==> src/rtl/call_ret_pkg.sv <==
// Shared types for the CALL/RET controller: FSM state encoding and fault codes.
package call_ret_pkg;

  typedef enum logic [2:0] {
    IDLE  = 3'd0,
    PUSH  = 3'd1,
    POP   = 3'd2,
    JUMP  = 3'd3,
    FAULT = 3'd4
  } state_t;

  localparam logic [1:0] F_NONE     = 2'd0;
  localparam logic [1:0] F_OVF      = 2'd1;
  localparam logic [1:0] F_UNF      = 2'd2;
  localparam logic [1:0] F_CONFLICT = 2'd3;

endpackage

==> src/rtl/call_ret_ctrl_if.sv <==
// Decode, LIFO and PC-side signals of the CALL/RET controller.
// The depth signal exists only when CALL_RET_DEPTH_TRACK_EN is defined.
interface call_ret_ctrl_if #(
  parameter int ADDR_W      = 8,
  parameter int STACK_DEPTH = 16
);
  logic              call_req;
  logic              ret_req;
  logic [ADDR_W-1:0] pc_cur;
  logic [ADDR_W-1:0] call_target;
  logic              fault_clr;
  logic              stk_push;
  logic              stk_pop;
  logic [ADDR_W-1:0] stk_wdata;
  logic [ADDR_W-1:0] stk_rdata;
  logic              stk_empty;
  logic              stk_full;
  logic              pc_load;
  logic [ADDR_W-1:0] pc_next;
  logic              busy;
  logic              fault;
  logic [1:0]        fault_code;
`ifdef CALL_RET_DEPTH_TRACK_EN
  logic [$clog2(STACK_DEPTH):0] depth;
`endif

  modport master (
    input  call_req, ret_req, pc_cur, call_target, fault_clr,
    input  stk_rdata, stk_empty, stk_full,
    output stk_push, stk_pop, stk_wdata,
    output pc_load, pc_next, busy, fault, fault_code
`ifdef CALL_RET_DEPTH_TRACK_EN
    , output depth
`endif
  );

  modport slave (
    output call_req, ret_req, pc_cur, call_target, fault_clr,
    output stk_rdata, stk_empty, stk_full,
    input  stk_push, stk_pop, stk_wdata,
    input  pc_load, pc_next, busy, fault, fault_code
`ifdef CALL_RET_DEPTH_TRACK_EN
    , input depth
`endif
  );

endinterface

==> src/rtl/call_depth_ctr.sv <==
// Up/down occupancy counter mirroring the return-address LIFO depth.
module call_depth_ctr #(
  parameter int DEPTH_W = 5
) (
  input  logic               clk,
  input  logic               rst,
  input  logic               inc,
  input  logic               dec,
  output logic [DEPTH_W-1:0] depth
);

  logic [DEPTH_W-1:0] depth_reg;

  always_ff @(posedge clk) begin
    if (rst) begin
      depth_reg <= '0;
    end else if (inc && !dec) begin
      depth_reg <= depth_reg + 1'b1;
    end else if (dec && !inc) begin
      depth_reg <= depth_reg - 1'b1;
    end
  end

  assign depth = depth_reg;

endmodule

==> src/rtl/call_ret_ctrl.sv <==
// CALL/RET controller driving the return-address LIFO and the PC load strobe.
// Define CALL_RET_DEPTH_TRACK_EN to track depth internally and cross-check the LIFO flags.
module call_ret_ctrl
  import call_ret_pkg::*;
#(
  parameter int ADDR_W      = 8,
  parameter int STACK_DEPTH = 16
) (
  input  logic     clk,
  input  logic     rst,
  call_ret_ctrl_if.master bus
);

  state_t            state_reg, state_next;
  logic [1:0]        fault_code_reg, fault_code_next;
  logic [ADDR_W-1:0] ret_addr_reg;
  logic [ADDR_W-1:0] target_reg;
  logic [ADDR_W-1:0] pc_hold_reg;
  logic              latch_call;
  logic              ovf, unf, flag_err;

  if (STACK_DEPTH < 1) begin : g_depth_chk
    $error("STACK_DEPTH must be positive");
  end

`ifdef CALL_RET_DEPTH_TRACK_EN
  localparam int DEPTH_W = $clog2(STACK_DEPTH) + 1;
  logic [DEPTH_W-1:0] depth_val;

  call_depth_ctr #(.DEPTH_W(DEPTH_W)) u_depth (
    .clk   (clk),
    .rst   (rst),
    .inc   (state_reg == PUSH),
    .dec   (state_reg == POP),
    .depth (depth_val)
  );

  assign ovf       = (depth_val == DEPTH_W'(STACK_DEPTH));
  assign unf       = (depth_val == '0);
  // The tracker and the LIFO must agree; a disagreement means lost strobes.
  assign flag_err  = (ovf != bus.stk_full) || (unf != bus.stk_empty);
  assign bus.depth = depth_val;
`else
  assign ovf      = bus.stk_full;
  assign unf      = bus.stk_empty;
  assign flag_err = 1'b0;
`endif

  always_comb begin
    state_next      = state_reg;
    fault_code_next = fault_code_reg;
    latch_call      = 1'b0;
    case (state_reg)
      IDLE: begin
        if (flag_err || (bus.call_req && bus.ret_req)) begin
          state_next      = FAULT;
          fault_code_next = F_CONFLICT;
        end else if (bus.call_req) begin
          if (ovf) begin
            state_next      = FAULT;
            fault_code_next = F_OVF;
          end else begin
            state_next = PUSH;
            latch_call = 1'b1;
          end
        end else if (bus.ret_req) begin
          if (unf) begin
            state_next      = FAULT;
            fault_code_next = F_UNF;
          end else begin
            state_next = POP;
          end
        end
      end
      PUSH:  state_next = JUMP;
      POP:   state_next = JUMP;
      JUMP:  state_next = IDLE;
      FAULT: begin
        if (bus.fault_clr) begin
          state_next      = IDLE;
          fault_code_next = F_NONE;
        end
      end
      default: state_next = IDLE;
    endcase
  end

  always_ff @(posedge clk) begin
    if (rst) begin
      state_reg      <= IDLE;
      fault_code_reg <= F_NONE;
      ret_addr_reg   <= '0;
      target_reg     <= '0;
      pc_hold_reg    <= '0;
    end else begin
      state_reg      <= state_next;
      fault_code_reg <= fault_code_next;
      if (latch_call) begin
        ret_addr_reg <= bus.pc_cur + {{(ADDR_W-1){1'b0}}, 1'b1};
        target_reg   <= bus.call_target;
      end
      if (state_reg == POP) begin
        target_reg <= bus.stk_rdata;
      end
      // Remember the last jump so pc_next stays put between jumps.
      if (state_reg == JUMP) begin
        pc_hold_reg <= target_reg;
      end
    end
  end

  assign bus.stk_push   = (state_reg == PUSH);
  assign bus.stk_pop    = (state_reg == POP);
  assign bus.stk_wdata  = ret_addr_reg;
  assign bus.pc_load    = (state_reg == JUMP);
  assign bus.pc_next    = (state_reg == JUMP) ? target_reg : pc_hold_reg;
  assign bus.busy       = (state_reg != IDLE);
  assign bus.fault      = (state_reg == FAULT);
  assign bus.fault_code = fault_code_reg;

endmodule

==> src/flat_wrapper.sv <==
// flat-port wrapper written by rule: the top's interface ports become plain ports
module call_ret_ctrl_flat import call_ret_pkg::*;
#(
  parameter int ADDR_W      = 8,
  parameter int STACK_DEPTH = 16
)
  (clk, rst, bus_call_req, bus_ret_req, bus_pc_cur, bus_call_target, bus_fault_clr, bus_stk_rdata, bus_stk_empty, bus_stk_full, bus_stk_push, bus_stk_pop, bus_stk_wdata, bus_pc_load, bus_pc_next, bus_busy, bus_fault, bus_fault_code);
  call_ret_ctrl_if #(.ADDR_W(ADDR_W), .STACK_DEPTH(STACK_DEPTH)) bus_i ();
  input  logic clk;
  input  logic rst;
  input wire logic [$bits(bus_i.call_req)-1:0] bus_call_req;
  input wire logic [$bits(bus_i.ret_req)-1:0] bus_ret_req;
  input wire logic [$bits(bus_i.pc_cur)-1:0] bus_pc_cur;
  input wire logic [$bits(bus_i.call_target)-1:0] bus_call_target;
  input wire logic [$bits(bus_i.fault_clr)-1:0] bus_fault_clr;
  input wire logic [$bits(bus_i.stk_rdata)-1:0] bus_stk_rdata;
  input wire logic [$bits(bus_i.stk_empty)-1:0] bus_stk_empty;
  input wire logic [$bits(bus_i.stk_full)-1:0] bus_stk_full;
  output wire logic [$bits(bus_i.stk_push)-1:0] bus_stk_push;
  output wire logic [$bits(bus_i.stk_pop)-1:0] bus_stk_pop;
  output wire logic [$bits(bus_i.stk_wdata)-1:0] bus_stk_wdata;
  output wire logic [$bits(bus_i.pc_load)-1:0] bus_pc_load;
  output wire logic [$bits(bus_i.pc_next)-1:0] bus_pc_next;
  output wire logic [$bits(bus_i.busy)-1:0] bus_busy;
  output wire logic [$bits(bus_i.fault)-1:0] bus_fault;
  output wire logic [$bits(bus_i.fault_code)-1:0] bus_fault_code;
  assign bus_i.call_req = bus_call_req;
  assign bus_i.ret_req = bus_ret_req;
  assign bus_i.pc_cur = bus_pc_cur;
  assign bus_i.call_target = bus_call_target;
  assign bus_i.fault_clr = bus_fault_clr;
  assign bus_i.stk_rdata = bus_stk_rdata;
  assign bus_i.stk_empty = bus_stk_empty;
  assign bus_i.stk_full = bus_stk_full;
  assign bus_stk_push = bus_i.stk_push;
  assign bus_stk_pop = bus_i.stk_pop;
  assign bus_stk_wdata = bus_i.stk_wdata;
  assign bus_pc_load = bus_i.pc_load;
  assign bus_pc_next = bus_i.pc_next;
  assign bus_busy = bus_i.busy;
  assign bus_fault = bus_i.fault;
  assign bus_fault_code = bus_i.fault_code;
  call_ret_ctrl #(.ADDR_W(ADDR_W), .STACK_DEPTH(STACK_DEPTH)) u_core (.clk(clk), .rst(rst), .bus(bus_i));
endmodule
==> config.mk <==
export PLATFORM = sky130hd
export DESIGN_NAME = call_ret_ctrl_flat
export DESIGN_NICKNAME = d
export VERILOG_FILES = /design/src/rtl/call_ret_pkg.sv /design/src/rtl/call_ret_ctrl_if.sv /design/src/rtl/call_depth_ctr.sv /design/src/rtl/call_ret_ctrl.sv /design/src/flat_wrapper.sv
export SDC_FILE = /design/constraint.sdc
export NUM_CORES = 1
export LEC_CHECK = 0
export ABC_AREA = 1
export ABC_CLOCK_PERIOD_IN_PS = 2200
export CAP_MARGIN = 5
export CORE_MARGIN = 5
export CORE_UTILIZATION = 38
export CTS_CLUSTER_DIAMETER = 100
export CTS_CLUSTER_SIZE = 20
export DETAILED_ROUTE_END_ITERATION = 12
export PLACE_DENSITY = 0.73
export RECOVER_POWER = 50
export SETUP_SLACK_MARGIN = 0.4
export SYNTH_ARGS = -nofsm -noshare
export SYNTH_HDL_FRONTEND = slang
export SYNTH_SLANG_ARGS = --single-unit
==> constraint.sdc <==
create_clock -name clk -period 2.2 [get_ports clk]
set_input_delay 0.33 -clock clk [delete_from_list [all_inputs] [get_ports clk]]
set_output_delay 0.33 -clock clk [all_outputs]
set_load 0.01 [all_outputs]
# Word-level counts from Yosys, hierarchy flattened
# Index checks and enable logic that the tools add are counted.
# totals
regBits,29
in_bits,31
word_cells,43
# op_classes
n_addsub,1
eq_ne,8
muxes,21
n_reduce_logical,8
# ops
cell,n
2-to-1 mux 8 bit,3
2-to-1 mux 3 bit,6
2-to-1 mux 2 bit,6
inequality test 4 x 3 -> 1 bit (second input constant),3
one-hot mux 3 bit (3 select lines),1
adder 8 x 1 -> 8 bit (second input constant),1
== test 3 x 2 -> 1 bit (second input constant),2
AND reduction 5 bit,1
2-to-1 mux 1 bit,4
one-hot mux 2 bit (2 select lines),1
nonzero test 2 bit,2
== test 3 x 1 -> 1 bit (second input constant),1
== test 3 bit (second input constant),1
logical NOT 3 bit,1
nonzero test 3 bit,1
inequality test 2 bit (second input constant),1
AND reduction 2 bit,1
OR reduction 2 bit,1
logical AND 1 bit,1

# Longest topological paths before layout
# depth
depth_word,6
depth_mapped,8
ltp_nobuf,8

# Worst setup path before layout
# No wires, ideal clock.
# synth_timing
path_type,reg2out
startpoint,register u_core.state_reg[1]
endpoint,output port bus_pc_next[0]
t_arrival_ns,1.099
required_time_ns,1.870
setup_slack_ns,0.771
path_stages_with_launch,6
path_buffers,0
path_cell_list,dfxtp_1 -> inv_1 -> nor2_4 -> inv_2 -> o21ai_2 -> inv_1
# synth_via
elab_chain_cells,2
# synth_lines
item,line,text
from (decl),call_ret_ctrl.sv:14,"state_t state_reg, state_next;"
from (signal assigned),call_ret_ctrl.sv:96,state_reg <= state_next;
== test 3 x 2 -> 1 bit,--,
net bus_pc_load,flat_wrapper.sv:22,output wire logic [$bits(bus_i.pc_load)-1:0] bus_pc_load;
2-to-1 mux 8 bit,call_ret_ctrl.sv:116,assign bus.pc_next = (state_reg == JUMP) ? target_reg : pc_hold_reg;
to (decl),flat_wrapper.sv:23,output wire logic [$bits(bus_i.pc_next)-1:0] bus_pc_next;
# The timed path passes the listed nets, and every way through them passes these cells.

# Final worst setup path
# layout_timing
startpoint,register u_core.state_reg[2]
endpoint,output port bus_pc_next[4]
# layout_via
elab_chain_cells,2
# layout_lines
item,line
== test 3 x 2 -> 1 bit,call_ret_ctrl.sv:116
2-to-1 mux 8 bit,call_ret_ctrl.sv:116
# Every way passes these cells.

==> out/metrics.yaml <==
final_layout:
  synthToLayoutAreaGrowth_pct: 54.8
  final_area_sq_um: 2310
  stdcell_count: 329
  layout.cells.most_common: "nand2_1"
  diodes: 0
  layout-drive-gt1-share_pct: 21.0
  final_cell_mix: "32 x nand2_1, 29 x clkdlybuf4s50_1, 28 x inv_1, 28 x dfxtp_1, 27 x nor2_1"
  nets: 312
clocking:
  cts_made_buffers: 5
  cts_tree: "done"
  clockBufferDepth: 2
  clk_latency_ns: 0.28
  cts_root_buffer: "clkbuf_8"
  cts_hold_buf: 0
  clk_pin_slew_ns: 0.06
  clock_sinks: 29
  cts_max_level: 2
synthesis:
  syn_area_per_cell_sq_um: 7.11
  netlist_area_sq_um: 1490
  synthCells: 210
  synth_nets: 242
  synth.distinct_cells: 24
  ys_warn_count: 0
  synthXorXnorAreaFrac_pct: 2.35
  yosysTopAreaCell: "dfxtp_1"
  synth_top_family_by_area: "simple AND/OR/NAND/NOR gates"
  yosysTopAreaCellShare_pct: 38.9
  synthAdderAreaFrac_pct: 0.838
  yosys.area_share.simple_pct: 28.0
  synthTopCellsByArea: "dfxtp_1 39%, nand2_1 8.3%, inv_1 7.5%"
  synth_compound_area_share_pct: 19.1
  synth_seq_area_share_pct: 38.9
  synth-seq-cells: 29
  yosys-mux-area-fraction_pct: 0
power_and_ir_drop:
  seqPwrFrac_pct: 33.6
  p_int_mw: 1.31
  pwr-share-clk_pct: 35.1
  p_comb_share_pct: 31.3
  p_sw_share_pct: 30.2
  p_leak_nw: 1.16
  powerDensity_nw_per_um2: 810
  vdd_drop_max_v: 0.000497
  p_switching_mw: 0.565
routing:
  vias_per_cell: 4.62
  routedWlPerCell_microns: 12.1
  first_pass_iters: 4
  vias: 1521
  ant_nets: 0
  drc: 0
  wl_mm: 3.97
  first_iter_violations: 81
timing:
  setup_viol: 0
  clock-skew-final_ns: 0.00690
  rsz0062_at_grt: "yes"
  finalMaxSlewViolations: 0
  timing_hold_violations_final: 0
  fin_crit_ns: 1.86
  post-route-period-util_pct: 84.3
  worst_slew_pin_slew_ns: 0.340
  fmax_mhz: 539
  layout_setup_ws_ns: 0.345
  worst_slew_margin_rel_pct: 77.3
  tns_ns: 0
worst_hold_path:
  min_from: "u_core.target_reg[7]$_SDFFE_PP0P_"
  worstHoldPathType: "flip-flop to flip-flop"
  hold_depth: 2
global_routing:
  track_usage_pct: 15.3
  grt-ovfl-total: 0
  grt_pass1_wl_mm: 6.41
  antenna_found_initial: 0
  grt_max_degree: 26
  grt_pass1_vias: 1457
run_status:
  status: "completed"
critical_path:
  worst-path-max-fanout: 5
  path_cells: "inv_6 -> nand2_4 -> buf_6 -> nor2_4 -> or2_2 -> o21ai_2 -> inv_1 -> buf_2"
  required_ns: 1.87
  crit_arrival_ns: 1.53
  r2r_start: "u_core.state_reg[2]$_SDFFE_PP0P_"
  rr_worst_depth: 8
  slowest_stage: "dfxtp_1"
  slowest_delay_ns: 0.43
  cp-start-kind: "flip-flop"
  criticalPathCategory: "flip-flop to primary output"
  critPathLaunch: "u_core.state_reg[2]$_SDFFE_PP0P_"
  end_kind: "primary output"
floorplanning:
  fp.dieW_microns: 72.7
  row_count: 22
  pin_count: 54
  dieArea_sq_um: 5290
  die_h_microns: 72.7
  start_util_pct: 39.9
  core-area_sq_um: 3740
placement:
  dp_slack_ns: 0.230
  gp_congestion: 0.838
  placed_area_sq_um: 2060
  dp_cells: 308
  dp_hpwl_mm: 2.73
  port_buffers: 53
job:
  maxCapViolCount: 0
-- cells by family (layout without fill, tap and decap cells) --
logic type / Yosys count / in the layout
simple gates: 86 / 87
flops: 29 / 29
buf+inv: 39 / 109
xor+xnor: 4 / 4
compound gates: 51 / 51
fa+ha+maj: 1 / 1
-- layout make-up --
type                            count  area [sq um]
Fill cell                         378          1430
Multi-Input combinational cell    143           793
Timing Repair Buffer               67           606
Sequential cell                    29           582
Inverter                           34           138
Clock buffer                        5          68.8
Clock inverter                      3          65.1
Tap cell                           48          60.1
-- power groups by stage --
stage	logic [mW]	clock network, mW	registers, mW
finish	0.587	0.658	0.629
CTS	0.577	0.668	0.630
global placement	0.532	0	0.632
detailed placement	0.537	0	0.633
global route	0.651	0.693	0.636
floorplan	0.304	0	0.644
-- cells in the mapped netlist, drive strengths merged --
master	count
inv	34
nand2	34
o21ai	34
nor2	31
dfxtp	29
a21oi	17
nand3	9
or2	8
buf	3
xor2	3
clkbuf	2
nand3b	2
nor3	2
ha	1
xnor2	1
-- metal layers --
| metal | vias up | share of wire, % | global-route usage (%) |
|---|---|---|---|
| li1 | 808 | - | - |
| met2 | 49 | 47 | 25.4 |
| met4 | 0 | 1.5 | 5.94 |
| met1 | 657 | 43 | 18.1 |
| met3 | 7 | 7.9 | 5.10 |
| met5 | - | 0 | 0 |
-- repair_timing --
action                                  in CTS  in global routing
setup buffers                                8                  4
resized for setup                           44                 15
pin swaps                                    3                  2
endpoints found under the setup margin      13                  8
gates cloned                                 1                  0
-- critical path, delay by kind of cell (launching register included) --
family | cells | cell delay [ns]
buf+inv | 4 | 0.35
compound gates | 1 | 0.07
flops | 1 | 0.43
simple gates | 3 | 0.40
-- through the flow --
step	utilization [%]	hold slack, ns	total power, mW
after floorplan	-	0.420	0.948
after global placement	55.1	0.472	1.16
after detailed placement	55.1	0.472	1.17
after CTS	60.6	0.483	1.87
after global routing	61.8	0.477	1.98
final	61.8	0.469	1.87
-- path summary, 6_finish.rpt --
check                                      end  slack (ns)
max                             bus_pc_next[4]        0.34
min          u_core.target_reg[7]$_SDFFE_PP0P_        0.47
max reg2reg  u_core.target_reg[1]$_SDFFE_PP0P_        0.59
min reg2reg  u_core.target_reg[7]$_SDFFE_PP0P_        0.47
Power figures use the tool's default switching activity.
